==> config.mk <==
export PLATFORM = sky130hd
export DESIGN_NAME = key_schedule_gen
export DESIGN_NICKNAME = d
export VERILOG_FILES = /design/src/rtl/aes_pkg.sv /design/src/rtl/SBox.sv /design/src/rtl/sub_word.sv /design/src/rtl/key_schedule_gen.sv
export SDC_FILE = /design/constraint.sdc
export NUM_CORES = 2
export LEC_CHECK = 0
export CORE_MARGIN = 8
export CORE_UTILIZATION = 59
export DETAILED_ROUTE_END_ITERATION = 7
export PLACE_DENSITY_LB_ADDON = 0.08
export SLEW_MARGIN = 20
export SYNTH_ARGS = -nofsm -noshare
export SYNTH_HDL_FRONTEND = slang
export SYNTH_SLANG_ARGS = --single-unit
export TNS_END_PERCENT = 30
==> constraint.sdc <==
create_clock -name clk -period 22.2 [get_ports clk]
set_clock_uncertainty 0.2 [all_clocks]
set_input_delay 4.44 -clock clk [delete_from_list [all_inputs] [get_ports clk]]
set_output_delay 4.44 -clock clk [all_outputs]
set_load 0.05 [all_outputs]
==> src/rtl/aes_pkg.sv <==
// Shared AES definitions: key-schedule state encoding, round constants and
// GF(2^8) helpers used by the key expansion and the byte-substitution logic.
package aes_pkg;

    typedef enum logic [1:0] {
        ST_IDLE = 2'd0,
        ST_EMIT = 2'd1,
        ST_SUB  = 2'd2,
        ST_MIX  = 2'd3
    } ks_state_e;

    localparam int         AES128_ROUNDS = 10;
    localparam logic [7:0] RCON_INIT     = 8'h01;

    // Multiply by x in GF(2^8) modulo the AES polynomial x^8+x^4+x^3+x+1.
    function automatic logic [7:0] xtime(input logic [7:0] b);
        return {b[6:0], 1'b0} ^ (b[7] ? 8'h1b : 8'h00);
    endfunction

    function automatic logic [31:0] rot_word(input logic [31:0] w);
        return {w[23:0], w[31:24]};
    endfunction

    function automatic logic [7:0] gf_mul(input logic [7:0] a, input logic [7:0] b);
        logic [7:0] acc;
        logic [7:0] sh;
        acc = 8'h00;
        sh  = a;
        for (int i = 0; i < 8; i++) begin
            if (b[i]) acc = acc ^ sh;
            sh = xtime(sh);
        end
        return acc;
    endfunction

    // Inverse as x^254 via an addition chain; maps 0 to 0 as the S-box requires.
    function automatic logic [7:0] gf_inv(input logic [7:0] x);
        logic [7:0] x3, x7, x15, x31, x63, x127;
        x3   = gf_mul(gf_mul(x, x), x);
        x7   = gf_mul(gf_mul(x3, x3), x);
        x15  = gf_mul(gf_mul(x7, x7), x);
        x31  = gf_mul(gf_mul(x15, x15), x);
        x63  = gf_mul(gf_mul(x31, x31), x);
        x127 = gf_mul(gf_mul(x63, x63), x);
        return gf_mul(x127, x127);
    endfunction

    function automatic logic [7:0] sbox_byte(input logic [7:0] x);
        logic [7:0] b;
        b = gf_inv(x);
        return b ^ {b[6:0], b[7]} ^ {b[5:0], b[7:6]} ^ {b[4:0], b[7:5]}
                 ^ {b[3:0], b[7:4]} ^ 8'h63;
    endfunction

endpackage

==> src/rtl/SBox.sv <==
// AES forward S-box for one byte with a registered output (one cycle latency).
// The output register carries no reset; consumers only sample it after a valid load.
module SBox
    import aes_pkg::*;
(
    input  logic       clk,
    input  logic [7:0] in_i,
    output logic [7:0] out_o
);

    logic [7:0] out_q;

    always_ff @(posedge clk) begin
        out_q <= sbox_byte(in_i);
    end

    assign out_o = out_q;

endmodule

==> src/rtl/sub_word.sv <==
// SubWord: four S-box lanes over a 32-bit word, one cycle latency.
// Shared between the key schedule and the round datapath.
module sub_word (
    input  logic        clk,
    input  logic [31:0] word_i,
    output logic [31:0] word_o
);

    generate
        for (genvar gi = 0; gi < 4; gi++) begin : g_lane
            SBox u_sbox (
                .clk   (clk),
                .in_i  (word_i[8*gi +: 8]),
                .out_o (word_o[8*gi +: 8])
            );
        end
    endgenerate

endmodule

==> src/rtl/key_schedule_gen.sv <==
// Sequential AES-128 key expansion: emits round keys 0..NUM_ROUNDS over a
// valid/ready stream, producing each new key in three cycles (EMIT, SUB, MIX).
module key_schedule_gen
    import aes_pkg::*;
#(
    parameter int NUM_ROUNDS = AES128_ROUNDS
) (
    input  logic         clk,
    input  logic         reset,
    input  logic         key_valid,
    output logic         key_ready,
    input  logic [127:0] key_in,
    output logic         rk_valid,
    input  logic         rk_ready,
    output logic [3:0]   rk_index,
    output logic [127:0] round_key,
    output logic         busy
);

    ks_state_e    state_q;
    logic [127:0] round_key_q;
    logic [3:0]   rk_index_q;
    logic [7:0]   rcon_q;
    logic         rk_valid_q;
    logic         key_ready_q;
    logic         busy_q;

    logic [31:0]  sub_in;
    logic [31:0]  sub_out;
    logic [31:0]  temp_w;
    logic [127:0] mix_key;

    // The S-box input is w3 of the current key in every state; only the value
    // loaded during SUB is consumed, because round_key_q is stable until MIX.
    assign sub_in = rot_word(round_key_q[31:0]);

    sub_word u_sub_word (
        .clk    (clk),
        .word_i (sub_in),
        .word_o (sub_out)
    );

    always_comb begin
        temp_w           = sub_out ^ {rcon_q, 24'h0};
        mix_key          = '0;
        mix_key[127:96]  = round_key_q[127:96] ^ temp_w;
        mix_key[95:64]   = round_key_q[95:64]  ^ mix_key[127:96];
        mix_key[63:32]   = round_key_q[63:32]  ^ mix_key[95:64];
        mix_key[31:0]    = round_key_q[31:0]   ^ mix_key[63:32];
    end

    always_ff @(posedge clk or posedge reset) begin
        if (reset) begin
            state_q     <= ST_IDLE;
            round_key_q <= '0;
            rk_index_q  <= '0;
            rcon_q      <= RCON_INIT;
            rk_valid_q  <= 1'b0;
            key_ready_q <= 1'b1;
            busy_q      <= 1'b0;
        end else begin
            case (state_q)
                ST_IDLE: begin
                    if (key_valid) begin
                        round_key_q <= key_in;
                        rk_index_q  <= '0;
                        rcon_q      <= RCON_INIT;
                        rk_valid_q  <= 1'b1;
                        key_ready_q <= 1'b0;
                        busy_q      <= 1'b1;
                        state_q     <= ST_EMIT;
                    end
                end
                ST_EMIT: begin
                    if (rk_ready) begin
                        rk_valid_q <= 1'b0;
                        if (rk_index_q == 4'(NUM_ROUNDS)) begin
                            key_ready_q <= 1'b1;
                            busy_q      <= 1'b0;
                            state_q     <= ST_IDLE;
                        end else begin
                            state_q <= ST_SUB;
                        end
                    end
                end
                ST_SUB: begin
                    state_q <= ST_MIX;
                end
                ST_MIX: begin
                    round_key_q <= mix_key;
                    rk_index_q  <= rk_index_q + 4'd1;
                    rcon_q      <= xtime(rcon_q);
                    rk_valid_q  <= 1'b1;
                    state_q     <= ST_EMIT;
                end
                default: begin
                    rk_valid_q  <= 1'b0;
                    key_ready_q <= 1'b1;
                    busy_q      <= 1'b0;
                    state_q     <= ST_IDLE;
                end
            endcase
        end
    end

    assign key_ready = key_ready_q;
    assign rk_valid  = rk_valid_q;
    assign rk_index  = rk_index_q;
    assign round_key = round_key_q;
    assign busy      = busy_q;

endmodule

; ---- After elaboration in Yosys (flattened, before gate mapping)
; Index checks and enable logic that the tools add are counted.
[totals]
ff_bits = 177
latchBits = 0
ramBits = 0
romBits = 0
memories = 0
[op_classes]
addsub = 1
multipliers = 0
div = 0
magnitude_cmp = 0
n_eq_ne = 7
shift = 0
muxes = 801
n_bitwise = 754
reduce_logical = 8
[op_table]
columns = operator, count
row1 = $mux 8, 417
row2 = $xor 8x8->8, 380
row3 = $xor 8x5->8, 365
row4 = $mux 5, 365
row5 = $pmux 128 s2, 1
row6 = $xor 32x32->32, 5
row7 = $mux 128, 1
row8 = $not 4->4, 4
row9 = $pmux 8 s2, 1
row10 = $pmux 2 s4, 1
row11 = $pmux 4 s2, 1
row12 = $mux 1, 7
row13 = $mux 2, 3
row14 = $ne 2x2->1 const B, 3
row15 = $add 4x1->4 const B, 1
row16 = $eq 2x2->1 const B, 2
row17 = $eq 4x4->1 const B, 1
row18 = $mux 4, 1
row19 = $pmux 1 s2, 2
row20 = $reduce_and 2->1, 2
row21 = $reduce_and 4->1, 1
row22 = $reduce_bool 2->1, 2
row23 = $pmux 1 s3, 1
row24 = $reduce_and 3->1, 1
row25 = other kinds (3), 3

; ---- Logic depth before layout (Yosys ltp)
[depth]
ltp_word = 213
mapped_depth = 92
ltp_nobuf = 77

; ---- Cells and area by module
; From an unflattened synthesis, not the netlist that was laid out.
[unflattened]
hier_cells = 8146
hier_area_um2 = 65935.7
[modules_own_cells]
columns = mod, instances, cells_each, area_each_um2, seq_area_each_um2
row1 = SBox, 4, 1804, 14327.5, 160.2
row2 = key_schedule_gen, 1, 930, 8625.8, 3631.0

; ---- Least setup slack after synthesis
; OpenSTA, ideal clock, no wires.
[synth_path]
path_type = reg-to-reg
from = register round_key_q[27] (netlist: round_key[27])
to = register u_sub_word.g_lane[0].u_sbox.out_q[6]
setup_ps = 132
arrival_ps = 22175
slack_ps = -306
stages_incl_launch_ff = 80
path_cell_list = dfrtp_1 buf_4 clkbuf_1 o21ai_0 xnor3_1 xnor2_1 clkbuf_1 nand2_1 xor2_1 xnor2_1 xor2_1 xor2_1 buf_1 buf_2 ha_1 xnor2_1 xnor2_1 or3_1 [44 not listed] ha_1 xor3_1 xnor2_1 a32oi_1 and4_1 xnor3_1 buf_2 xnor2_2 xnor3_1 nor2_1 xnor3_1 ha_1 xnor2_1 xnor2_1 nor2_1 xnor2_1 xor2_1 xor3_1
[synth_via]
elab_chain_cells = 204
[synth_lines]
columns = item, line_no
row1 = from (decl), key_schedule_gen.sv:21  ; logic [127:0] round_key_q;
row2 = from (signal assigned), key_schedule_gen.sv:65  ; round_key_q <= key_in;
row3 = from (signal assigned), key_schedule_gen.sv:90  ; round_key_q <= mix_key;
row4 = $xor 8x5->8 / $mux 8 (equally long branches), "aes_pkg.sv:17, aes_pkg.sv:30"
row5 = $xor 8x8->8 / $xor 8x5->8 (equally long branches), "aes_pkg.sv:30, aes_pkg.sv:17"
row6 = $mux 8 / $xor 8x8->8 (equally long branches), aes_pkg.sv:30  ; if (b[i]) acc = acc ^ sh;
row7 = $xor 8x8->8 / $mux 8 (equally long branches), aes_pkg.sv:30
row8 = $mux 8 / $xor 8x8->8 (equally long branches), aes_pkg.sv:30
row9 = $xor 8x8->8 / $mux 8 (equally long branches), aes_pkg.sv:30
row10 = $mux 8 / $xor 8x8->8 (equally long branches), aes_pkg.sv:30
row11 = $xor 8x8->8 / $mux 8 (equally long branches), aes_pkg.sv:30
row12 = [186 not listed], n/a
row13 = $mux 8, aes_pkg.sv:30
row14 = $xor 8x8->8, aes_pkg.sv:30
row15 = $mux 8, aes_pkg.sv:30
row16 = $xor 8x8->8, aes_pkg.sv:30
row17 = $mux 8 *, aes_pkg.sv:30
row18 = $xor 8x8->8 (3 in a row), aes_pkg.sv:51  ; return b ^ {b[6:0], b[7]} ^ {b[5:0], b[7:6]} ^ {b[4:0], b[7:5]}
row19 = $xor 8x8->8 *, aes_pkg.sv:52  ; ^ {b[3:0], b[7:4]} ^ 8'h63;
row20 = $not 4->4 (no source line) *, n/a
row21 = to (signal assigned), SBox.sv:14  ; out_q <= sbox_byte(in_i);
row22 = to (decl), SBox.sv:11  ; logic [7:0] out_q;
; Mark *: on every way between the ends. The rest lies on a longest branch, timed or not.
; A chain may end at the register's enable or synchronous reset.

; ---- Worst setup path in the final report
[layout_path]
from = register round_key_q[0] (netlist: round_key[0])
to = register u_sub_word.g_lane[1].u_sbox.out_q[5]
[layout_via]
elab_chain_cells = 206
[layout_lines]
columns = item, line_no
row1 = $mux 8, aes_pkg.sv:30
row2 = $xor 8x8->8, aes_pkg.sv:30
row3 = $mux 8, aes_pkg.sv:30
row4 = $xor 8x8->8, aes_pkg.sv:30
row5 = $mux 8, aes_pkg.sv:30
row6 = $xor 8x8->8, aes_pkg.sv:30
row7 = $mux 8, aes_pkg.sv:30
row8 = $xor 8x8->8, aes_pkg.sv:30
row9 = [188 not listed], n/a
row10 = $mux 8, aes_pkg.sv:30
row11 = $xor 8x8->8, aes_pkg.sv:30
row12 = $mux 8, aes_pkg.sv:30
row13 = $xor 8x8->8, aes_pkg.sv:30
row14 = $mux 8 *, aes_pkg.sv:30
row15 = $xor 8x8->8 (3 in a row), aes_pkg.sv:51
row16 = $xor 8x8->8 *, aes_pkg.sv:52
row17 = $not 4->4 (no source line) *, n/a
row18 = to (signal assigned), SBox.sv:14
row19 = to (decl), SBox.sv:11
; Marked as above.

==> impl_metrics.tcl <==
set metrics [dict create \
    status "finished with violations" \
    violations "design-rule violations" \
    row_count 121 \
    setup-tns-final_ns 0 \
    yosysMostFrequentCell "xnor2_1" \
    ys_dominant_reg_cell "dfrtp_1" \
    fin_crit_ns 21.29 \
    finalSetupViolations 0 \
    vias_per_cell 6.35 \
    grt_pass1_wl_um 334000 \
    avgSynthCellArea_um2 7.92 \
    seq_area_frac_synth_pct 6.59 \
    first_pass_iters 8 \
    maxCapViolations 0 \
    hold_class "flop to flop" \
    port_buffers 266 \
    cts_tree "built" \
    worstRegToRegCells 75 \
    critPathCaptureType "flop" \
    grt_max_degree 88 \
    synth_nets 8348 \
    root_buffer "clkbuf_16" \
    yosys-top-cells-area "xnor2_1 19%, xnor3_1 14%, xor2_1 7.7%, nand2_1 6.0%, dfrtp_1 5.5%" \
    ant_nets 0 \
    r2r_start "round_key[0]" \
    wl_per_cell_um 22.0 \
    die_height_um 347 \
    clock-sinks 177 \
    hpwlAfterDp_um 155000 \
    synth_largest_area_cell "xnor2_1" \
    crit_start "round_key[0]" \
    slew_headroom_pct 23.9 \
    syn_inst 8181 \
    worstSetupPathType "flop to flop" \
    cpMaxStageDelayCell "xnor3_1" \
    final_util_pct 66.6 \
    die-area_um2 121000 \
    finalHoldViolCount 0 \
    cts_buffers 17 \
    period_share_pct 95.9 \
    startpoint_type "flop" \
    yosys-top-cells-count "1416 x xnor2_1, 1041 x nand2_1, 691 x nor2_1" \
    vias 62300 \
    gp_congestion 0.976 \
    ys_seq_elements 177 \
    num_io_pins 267 \
    crit_arrival_ns 21.48 \
    synth_edf_count 0 \
    cts-hold-fix-buffers 0 \
    tightest_slew_ns 1.14 \
    drive_gt1_share_pct 11.8 \
    clock_path_buffers 2 \
    holdPathStages 2 \
    grt_usage_pct 33.6 \
    hold_ws_ns 0.347 \
    synth_cell_types 115 \
    first_iter_violations 7164 \
    synth_area_um2 64800 \
    area_growth_pct 11.9 \
    cp_common_cell "xnor3_1" \
    critPathRequiredTime_ns 22.39 \
    grt_pass1_vias 58600 \
    synth_top_area_share_pct 19.1 \
    synthArstFlopShare_pct 81.9 \
    die_x_um 347 \
    clk_pin_slew_ns 0.10 \
    start_util_pct 59.5 \
    hp-start "rk_valid" \
    ys_warn_count 0 \
    drc 1 \
    finalNetCount 8538 \
    h-tree-depth 4 \
    coreArea_um2 109000 \
    clk_latency_ns 0.53 \
    maxSlewViolCount 0 \
    worstPathMaxFanout 16 \
    overflow 0 \
    fmax_mhz 47.0 \
    max_stage_delay_ns 0.59 \
    antenna_found_initial 4 \
    totalWireLength_um 215000 \
]
[placed cells by master (no fill, tap or decap), types with 52 or more instances in the layout]
master / n
buf_4: 507
a21oi_1: 390
xor2_1: 546
inv_1: 103
nand2_1: 1037
nand2b_1: 66
mux2i_1: 244
nand3_1: 246
dfrtp_1: 111
and2_1: 63
o211ai_1: 63
xnor2_2: 117
xor3_1: 75
o22ai_1: 185
xnor3_1: 382
nor3_1: 137
o22a_1: 64
nor2_1: 691
clkdlybuf4s50_1: 266
o21ai_0: 370
nor2b_1: 59
a22oi_1: 92
xnor2_1: 1345
or3_1: 52
[through the flow]
stage | worst slack [ns] | std cells | instance area, um2
2_1_floorplan | -0.0926 | 8181 | 64900
3_3_place_gp | 0.287 | 9707 | 70300
3_5_place_dp | -0.0655 | 9707 | 70300
4_1_cts | 0.0334 | 9739 | 70900
5_1_grt | -0.106 | 9798 | 72500
6_report | 0.912 | 9800 | 72500
[sequential cells by signal (all words and copies together) (netlist names)]
signal,flops
rk_index,4
rk_valid,1
busy,1
rcon_q,8
round_key,128
key_ready,1
u_sub_word.g_lane.u_sbox.out_o,32
state_q,2
[cells by family (layout without fill, tap and decap cells)]
group,Yosys count,count (layout),synth area share (%)
compound gates,1744,1744,17.9
xor+xnor,2603,2603,47.7
fa+ha+maj,35,35,0.676
buf+inv,746,949,4.87
flops,177,177,6.59
mux,277,277,4.39
other cells,0,2,0
simple gates,2599,2599,17.9
[worst max-delay path: cells and delay by family, from the launching register on]
kind | cells | cell delay [ns]
buffers and inverters | 10 | 1.88
and+or+nand+nor | 11 | 1.88
AOI/OAI and AO/OA | 17 | 3.88
muxes | 1 | 0.22
adders and majority gates | 3 | 1.09
DFF | 1 | 0.46
xor gates and xnor gates | 33 | 11.47
[worst paths after layout]
path                                                              to  slack, ns
worst min register to register                              rk_valid       0.35
min in group asynchronous                              round_key[47]       4.08
worst max-delay path            u_sub_word.g_lane[1].u_sbox.out_o[5]       0.91
worst min-delay path                                        rk_valid       0.35
max in group asynchronous                              round_key[29]      15.54
worst max register to register  u_sub_word.g_lane[1].u_sbox.out_o[5]       0.91
[cell type report]
type	count	area, um2
multi-input combinational	7258	58600
fill	9409	36300
timing repair buffer	784	6680
sequential	177	4330
tap	1414	1770
inverter	133	515
clock buffer	17	425
clock inverter	15	216
antenna	2	5.00
[routing by layer]
metal  up-vias  share of wire (%)  track usage, %
li1      28900                  -               -
met1     29700                 42            46.6
met2      3170                 45            52.7
met3       485                9.5            5.88
met4         2                3.4            11.4
met5         -             0.0051               0
[repair_timing]
| item | in CTS | in global routing |
|---|---|---|
| setup endpoints to repair | 9 | 32 |
| pin swaps | 0 | 22 |
| gates cloned | 0 | 1 |
| resized for setup | 3 | 178 |
| buffers inserted | 0 | 58 |
Power is not shown: default switching activity piles up to over one toggle a cycle in this logic, so the estimate is an artifact.
